**src/rtl/systolic_pkg.sv**
```systemverilog
// Shared definitions for the activation collector.
//   DEFAULT_DATA_W    : width of one activation row (8 lanes x 8 bits)
//   DEFAULT_ROWS      : maximum rows per batch
//   collector_state_t : collector FSM states
//   row_count_t       : row counter / row target type for the default ROWS
package systolic_pkg;

    localparam int DEFAULT_DATA_W = 64;
    localparam int DEFAULT_ROWS   = 8;
    localparam int ROW_CNT_W      = $clog2(DEFAULT_ROWS) + 1;

    typedef enum logic [1:0] {
        IDLE    = 2'd0,
        COLLECT = 2'd1,
        DRAIN   = 2'd2
    } collector_state_t;

    typedef logic [ROW_CNT_W-1:0] row_count_t;

endpackage

```
**src/rtl/sync_fifo.sv**
```systemverilog
// Single-clock show-ahead FIFO.
//   clk, rst   : clock and synchronous active-high reset
//   flush      : empties the FIFO (pointers back to 0)
//   push, push_data : write one word (caller guarantees not full unless popping)
//   pop        : discard the head word (caller guarantees not empty)
//   full, empty: occupancy flags
//   head       : word at the read pointer, 0 while empty
module sync_fifo #(
    parameter int DATA_W = 64,
    parameter int DEPTH  = 8
) (
    input  logic              clk,
    input  logic              rst,
    input  logic              flush,
    input  logic              push,
    input  logic [DATA_W-1:0] push_data,
    input  logic              pop,
    output logic              full,
    output logic              empty,
    output logic [DATA_W-1:0] head
);

    localparam int ADDR_W = $clog2(DEPTH);

    // Extra MSB on each pointer is the wrap bit that separates full from empty.
    logic [ADDR_W:0]   wr_ptr_reg;
    logic [ADDR_W:0]   rd_ptr_reg;
    logic [DATA_W-1:0] mem [DEPTH];

    always_ff @(posedge clk) begin
        if (rst || flush) begin
            wr_ptr_reg <= '0;
            rd_ptr_reg <= '0;
        end else begin
            if (push) begin
                wr_ptr_reg <= wr_ptr_reg + (ADDR_W+1)'(1);
            end
            if (pop) begin
                rd_ptr_reg <= rd_ptr_reg + (ADDR_W+1)'(1);
            end
        end
    end

    // Storage is not reset so it can map onto RAM; a simultaneous push/pop
    // when full writes the slot being vacated, whose old value was already
    // presented on head during this cycle.
    always_ff @(posedge clk) begin
        if (push) begin
            mem[wr_ptr_reg[ADDR_W-1:0]] <= push_data;
        end
    end

    always_comb begin
        empty = (wr_ptr_reg == rd_ptr_reg);
        full  = (wr_ptr_reg[ADDR_W-1:0] == rd_ptr_reg[ADDR_W-1:0]) &&
                (wr_ptr_reg[ADDR_W] != rd_ptr_reg[ADDR_W]);
        // Masked while empty so an uninitialised slot never reaches the port.
        head  = empty ? '0 : mem[rd_ptr_reg[ADDR_W-1:0]];
    end

endmodule

```
**src/rtl/activation_collector.sv**
```systemverilog
// Collects activation rows from the inference datapath into a small FIFO and
// streams them to the readback side.
//   clk, rst          : clock and synchronous active-high reset
//   arm, num_rows     : start a batch of num_rows rows (0 = ROWS), flush FIFO
//   activation_ready, activations : incoming row strobe and data
//   out_valid, out_ready, out_data, out_last : show-ahead output stream
//   batch_done        : one-cycle pulse after the last row of a batch is popped
//   overflow          : sticky, a row was dropped since the last arm/reset
//   busy              : FSM is not IDLE
module activation_collector
    import systolic_pkg::*;
#(
    parameter int DATA_W = DEFAULT_DATA_W,
    parameter int DEPTH  = 8,
    parameter int ROWS   = DEFAULT_ROWS
) (
    input  logic                       clk,
    input  logic                       rst,
    input  logic                       arm,
    input  logic [$clog2(ROWS):0]      num_rows,
    input  logic                       activation_ready,
    input  logic [DATA_W-1:0]          activations,
    output logic                       out_valid,
    input  logic                       out_ready,
    output logic [DATA_W-1:0]          out_data,
    output logic                       out_last,
    output logic                       batch_done,
    output logic                       overflow,
    output logic                       busy
);

    localparam int RC_W = $clog2(ROWS) + 1;

    collector_state_t state_reg, state_next;
    logic [RC_W-1:0]  target_reg;
    logic [RC_W-1:0]  push_cnt_reg;
    logic [RC_W-1:0]  pop_cnt_reg;
    logic             overflow_reg;
    logic             batch_done_reg;

    logic             fifo_full;
    logic             fifo_empty;
    logic [DATA_W-1:0] fifo_head;

    logic             push;
    logic             pop;
    logic             drop;
    logic             is_last;
    logic [RC_W-1:0]  target_arm;

    sync_fifo #(
        .DATA_W (DATA_W),
        .DEPTH  (DEPTH)
    ) u_fifo (
        .clk       (clk),
        .rst       (rst),
        .flush     (arm),
        .push      (push),
        .push_data (activations),
        .pop       (pop),
        .full      (fifo_full),
        .empty     (fifo_empty),
        .head      (fifo_head)
    );

    // Handshake decode and next-state logic. arm suppresses push and pop so a
    // flush never races with a same-cycle transfer.
    always_comb begin
        state_next = state_reg;
        pop        = !fifo_empty && out_ready && !arm;
        push       = !arm && activation_ready && (state_reg == COLLECT) &&
                     (push_cnt_reg < target_reg) && (!fifo_full || pop);
        drop       = !arm && activation_ready && !push;
        is_last    = !fifo_empty && (pop_cnt_reg == target_reg - RC_W'(1));
        target_arm = ((num_rows == '0) || (num_rows > RC_W'(ROWS))) ?
                     RC_W'(ROWS) : num_rows;

        if (arm) begin
            state_next = COLLECT;
        end else begin
            case (state_reg)
                IDLE:    state_next = IDLE;
                COLLECT: if (push && (push_cnt_reg + RC_W'(1) == target_reg))
                             state_next = DRAIN;
                DRAIN:   if (pop && is_last)
                             state_next = IDLE;
                default: state_next = IDLE;
            endcase
        end
    end

    always_ff @(posedge clk) begin
        if (rst) begin
            state_reg <= IDLE;
        end else begin
            state_reg <= state_next;
        end
    end

    always_ff @(posedge clk) begin
        if (rst) begin
            target_reg     <= RC_W'(ROWS);
            push_cnt_reg   <= '0;
            pop_cnt_reg    <= '0;
            overflow_reg   <= 1'b0;
            batch_done_reg <= 1'b0;
        end else if (arm) begin
            target_reg     <= target_arm;
            push_cnt_reg   <= '0;
            pop_cnt_reg    <= '0;
            overflow_reg   <= 1'b0;
            batch_done_reg <= 1'b0;
        end else begin
            if (push) begin
                push_cnt_reg <= push_cnt_reg + RC_W'(1);
            end
            if (pop) begin
                pop_cnt_reg <= pop_cnt_reg + RC_W'(1);
            end
            if (drop) begin
                overflow_reg <= 1'b1;
            end
            batch_done_reg <= pop && is_last;
        end
    end

    always_comb begin
        out_valid  = !fifo_empty;
        out_data   = fifo_head;
        out_last   = is_last;
        batch_done = batch_done_reg;
        overflow   = overflow_reg;
        busy       = (state_reg != IDLE);
    end

endmodule

```
**config.mk**
```make
export PLATFORM = sky130hd
export DESIGN_NAME = activation_collector
export DESIGN_NICKNAME = d
export VERILOG_FILES = /design/src/rtl/systolic_pkg.sv /design/src/rtl/sync_fifo.sv /design/src/rtl/activation_collector.sv
export SDC_FILE = /design/constraint.sdc
export NUM_CORES = 1
export LEC_CHECK = 0
export CAP_MARGIN = 20
export CORE_UTILIZATION = 60
export CTS_BUF_LIST = sky130_fd_sc_hd__clkbuf_2
export DETAILED_ROUTE_END_ITERATION = 7
export DONT_BUFFER_PORTS = 1
export PLACE_DENSITY = 0.76
export SLEW_MARGIN = 20
export SYNTH_ARGS = -nofsm -noshare
export SYNTH_HDL_FRONTEND = slang
export SYNTH_SLANG_ARGS = --single-unit
```
**constraint.sdc**
```tcl
create_clock -name clk -period 10.2 [get_ports clk]
set_input_delay 0 -clock clk [delete_from_list [all_inputs] [get_ports clk]]
set_output_delay 0 -clock clk [all_outputs]
set_load 0.01 [all_outputs]
```
# After elaboration in Yosys (flattened, before gate mapping)
# Memory sizes are Yosys's and may differ from the RTL's. A register that Yosys moved wholly into a read port is not among the register bits.
# Index checks and enable logic that the tools add are counted.
# totals
ff_bits	24
latchBits	0
mem_bits_rw	512
romBits	0
inputBits	73
wordCells	61
memories	1
# op_classes
n_addsub	5
multipliers	0
div	0
magnitude_cmp	2
n_eq_ne	11
shifts	0
muxes	10
bitwise_logic	0
reduce_logical	23
# memory_table
name	words	word_bits	read_ports	rd_ports_with_merged_regs	wr	line	source
u_fifo.mem	8	64	1	1	1	sync_fifo.sv:28	logic [DATA_W-1:0] mem [DEPTH];
# op_table
op	count
2-to-1 mux 64 bit	1
adder 4 x 1 -> 4 bit, second input constant	4
equality test 4 bit	3
logical AND 1 bit	11
2-to-1 mux 3 bit	2
> comparator 4 bit, second input constant	1
zero test 1 bit	4
zero test 4 bit	1
< comparator 4 bit	1
2-to-1 mux 2 bit	2
2-to-1 mux 4 bit	1
case mux 2 bit (2 select lines)	1
AND reduction 2 bit	2
subtractor 4 x 1 -> 4 bit, second input constant	1
equality test 3 bit	1
logical OR 1 bit	3
2-to-1 mux 1 bit	3
inequality test 3 x 2 -> 1 bit, second input constant	1
inequality test 3 bit, second input constant	1
equality test 2 x 1 -> 1 bit, second input constant	1
equality test 2 bit, second input constant	1
inequality test 2 x 1 -> 1 bit, second input constant	1
inequality test 2 bit, second input constant	1
nonzero test 2 bit	1
other kinds (2)	2

# Depth between registers and ports, before layout
# logic_depth
ltp_word	10
mapped_depth	8
ltp_nobuf	7

# Modules after synthesis
# Synthesis repeated with hierarchy kept, for this count alone.
# hier_totals
hier_cells	1193
area_unflattened_um2	21319.2
# modules_own_cells
mod	n_inst	cells_each	area_per_inst_um2
sync_fifo	1	1086	20383.3
activation_collector	1	107	935.9

# Worst setup path after synthesis
# Ideal clock, no wire load.
# synth_path
kind	register to register
from	register target_reg[2]
to	memory u_fifo.mem[0][0] (enable)
setup_time_ps	644
arrival_time_ps	7880
required_ps	9556
path_slack_ps	1675
stages_incl_launch_ff	8
n_path_buf	0
period_less_slack_ps	8525
cell_sequence	dfxtp_1 -> inv_1 -> ha_1 -> o21ai_1 -> a21oi_1 -> nor4_1 -> nand2_1 -> nor4_1
# synth_between
elab_chain_cells	5
# synth_rtl
item	line	source
start, declared	activation_collector.sv:35	logic [RC_W-1:0] target_reg;
start signal, assigned	activation_collector.sv:102	target_reg <= RC_W'(ROWS);
start signal, assigned	activation_collector.sv:108	target_reg <= target_arm;
< comparator 4 bit	activation_collector.sv:72	(push_cnt_reg < target_reg) && (!fifo_full || pop);
logical AND 1 bit	activation_collector.sv:71	push = !arm && activation_ready && (state_reg == COLLECT) &&
logical AND 1 bit	activation_collector.sv:72	
2-to-1 mux 1 bit	sync_fifo.sv:48	if (push) begin
2-to-1 mux 1 bit (implied by the code)	sync_fifo.sv:49	mem[wr_ptr_reg[ADDR_W-1:0]] <= push_data;
end, declared	sync_fifo.sv:28	
# Every way passes these cells.

# Worst setup path after layout
# layout_path
from	register target_reg[2]
to	memory u_fifo.mem[4][55] (enable)
# Same word-level chain as after synthesis.

==> metrics.md <==
| Metric | Value |
|---|---|
| RSZ-0062 raised after global routing | no |
| Critical path startpoint category | flop |
| Combinational share of power | 2.8% |
| Gr ovfl total | 0 |
| Crit Path Category | reg2reg |
| Post-synth EDFFs | 512 |
| Vias in the first global route | 11300 |
| Worst Clk Skew | 70.6 ps |
| Required @ worst endpoint | 10730 ps |
| Period minus WS final | ~3800 ps |
| H-tree depth | 4 |
| # port buffers | 0 |
| Hold Path Class | in2reg |
| Max IR drop VDD | 0.112 mV |
| Initial Utilization | 61.5% |
| Clock root buffer | clkbuf_2 |
| Area of the multi-input gates | roughly 0.0047 mm2 |
| PwrDens | 166 mW/mm2 |
| Net Count, Synth | 1074 |
| Largest net degree at the start of global routing | 66 |
| Worst rel slew slack | roughly a quarter |
| Routed WL | 40500 um |
| Detail Route Antenna Nets | 0 |
| Die area | approximately 0.035 mm2 |
| Net Sw Frac | 21.9% |
| Final setup violation count | 0 |
| DIE WIDTH | 188 um |
| NumNets Final | 1326 |
| Util after Layout | 71.3% |
| Hold wc startpoint | out_ready |
| Ys async rst share | 0% |
| Period utilisation layout | 37.3% |
| Crit. End Element | flop |
| Num CTS Buffers | 134 |
| Reg area | between 0.015 and 0.02 mm2 |
| GPL Wtd Cong | 0.819 |
| Ports | 142 |
| Total number of vias | ~11000 |
| Syn_area_per_cell | 21.0 um2 |
| Commonest non-fill, non-tap cell in the layout | edfxtp_1 |
| Final hold vios | 0 |
| Clock buffer depth | 3 |
| Skew-Pair Late Insertion Delay | 980 ps |
| Clock sinks | 539 |
| Layout area overhead | 15.9% |
| Clock power frac | 36.7% |
| Post-synthesis sequential area ratio | 76.5% |
| Crit. Startpoint | target_reg[2] |
| Syn Std Cell Area | 0.0208 mm2 |
| Final Max Tran Viols | 0 |
| Dpl hpwl | roughly 21000 um |
| # rows | 67 |
| Critical-path maximum fanout | 64 |
| Syn Inst Count | just under 1000 |
| R2r startpoint | target_reg[2] |
| Worst Max-Slew Pin Slew | 1130 ps |
| Max FFs per register | 512 |
| Die height | 188 um |
| CTS tree | built |
| Status | finished clean |
| First-pass GRT wire length | about 63000 um |
| Pre-Repair DR Iteration Count | 5 |
| Clock transition at the registers of the reported paths | 100 ps |
| Core box area | 0.0338 mm2 |
| Post-CTS Resized | 0 |
| Most frequent cells in the layout | edfxtp_1, clkbuf_2, dlygate4sd3_1 |
| Routed len/inst | 22.7 um |
| Worst EP arrival | 4340 ps |
| Setup TNS Final | 0 ps |
| Sequential power share | 60.5% |
| Yosys cell types | 39 |
| Sw power | between 0.8 and 0.9 mW |
| Design internal power | around 3.1 mW |
| Post-CTS Hold Fix Bufs | 151 |
| Via density | around 5.9 |
| Synth warn | 0 |
| Post-synth top flop | edfxtp_1 |
| Fmax achieved | between 0.2 and 0.3 GHz |
| Fillers | 2081 |
| Post-CTS Setup Bufs | 0 |
| Total power | 4.01 mW |
| Initial antenna violation count | 1 |
| Post-synthesis sequential element count | 539 |
| Layout cells sized above 1 | 27.6% |
| Static Leak | 7.68 nW |
| Tot GR Track Use | a little under a quarter |
| Max Cap Viol | 0 |
| # DRC | 0 |
| Initial DRC count | 846 |
-- power by group through the flow --
stage / clock network [mW] / logic [mW] / registers (mW)
final: 1.47 / 0.112 / 2.43
after global routing: 1.62 / 0.122 / 2.43
after CTS: 1.51 / 0.111 / 2.43
after detailed placement: 0 / 0.0391 / 2.48
after global placement: 0 / 0.0385 / 2.48
after floorplan: 0 / 0.0305 / 2.48
-- metal layers --
layer  vias up  GRT usage, %  share of wire, %
met3        53          5.56               6.4
li1       4641             -                 -
met2       389          39.0                51
met4         0          8.07               1.5
met1      5422          31.6                41
met5         -             0                 0
-- final timing paths --
path | cells past startpoint | slack [ps] | endpoint
worst min register to register | 2 | 520 | state_reg[1]
worst max-delay path | 8 | 6400 | u_fifo.mem[4][55]
worst min-delay path | 5 | 160 | push_cnt_reg[1]
worst max register to register | 8 | 6400 | u_fifo.mem[4][55]
-- cell families after synthesis --
group	share of synthesized area (%)
and+or+nand+nor	3.00
adders and majority gates	0.542
buffers and inverters	1.23
muxes	16.9
xor gates and xnor gates	0.885
AOI/OAI and AO/OA	0.855
DFF	76.5
-- cell usage after synthesis, types with 3 or more instances --
library cell / number / area, um2
a21oi_1: 11 / 55.1
buf_1: 5 / 18.8
buf_2: 24 / 120
clkbuf_1: 20 / 75.1
dfxtp_1: 27 / 541
edfxtp_1: 512 / 15400
ha_1: 9 / 113
inv_1: 8 / 30.0
mux2i_1: 64 / 641
mux4_2: 128 / 2880
nand2_1: 16 / 60.1
nand2b_1: 5 / 31.3
nand3_1: 9 / 45.0
nor2_1: 87 / 327
nor3_1: 10 / 50.1
nor4_1: 3 / 18.8
o21ai_0: 8 / 40.0
xnor2_1: 13 / 114
xor2_1: 8 / 70.1
-- final cells by class --
| cell class | count | share of cell area [%] |
|---|---|---|
| sequential | 539 | 66.1 |
| multi-input combinational | 395 | 19.4 |
| timing repair buffer | 166 | 6.74 |
| clock buffer | 193 | 4.01 |
| tap | 448 | 2.33 |
| clock inverter | 36 | 1.29 |
| inverter | 8 | 0.125 |
| antenna | 1 | 0.0104 |
-- per-stage QoR --
step / instances / worst slack, ps / hold WS, ps / cell area, um2
CTS: 1785 / 6180 / 24.5 / 24100
global route: 1786 / 6030 / 91.1 / 24100
detailed placement: 1405 / 6480 / 75.2 / 21300
floorplan: 992 / 1680 / 72.4 / 20800
finish: 1786 / 6400 / 156 / 24100
global placement: 1405 / 6450 / 73.6 / 21300
-- worst max-delay path, cell delays in order (launching register included) --
cell     delay [ps]
dfxtp_1         450
inv_1            70
ha_1            290
o21ai_1         140
a21oi_1          60
nor4_1          830
nand3_1         470
nor3_2          200
buf_4           820
Power figures use the tool's default switching activity.
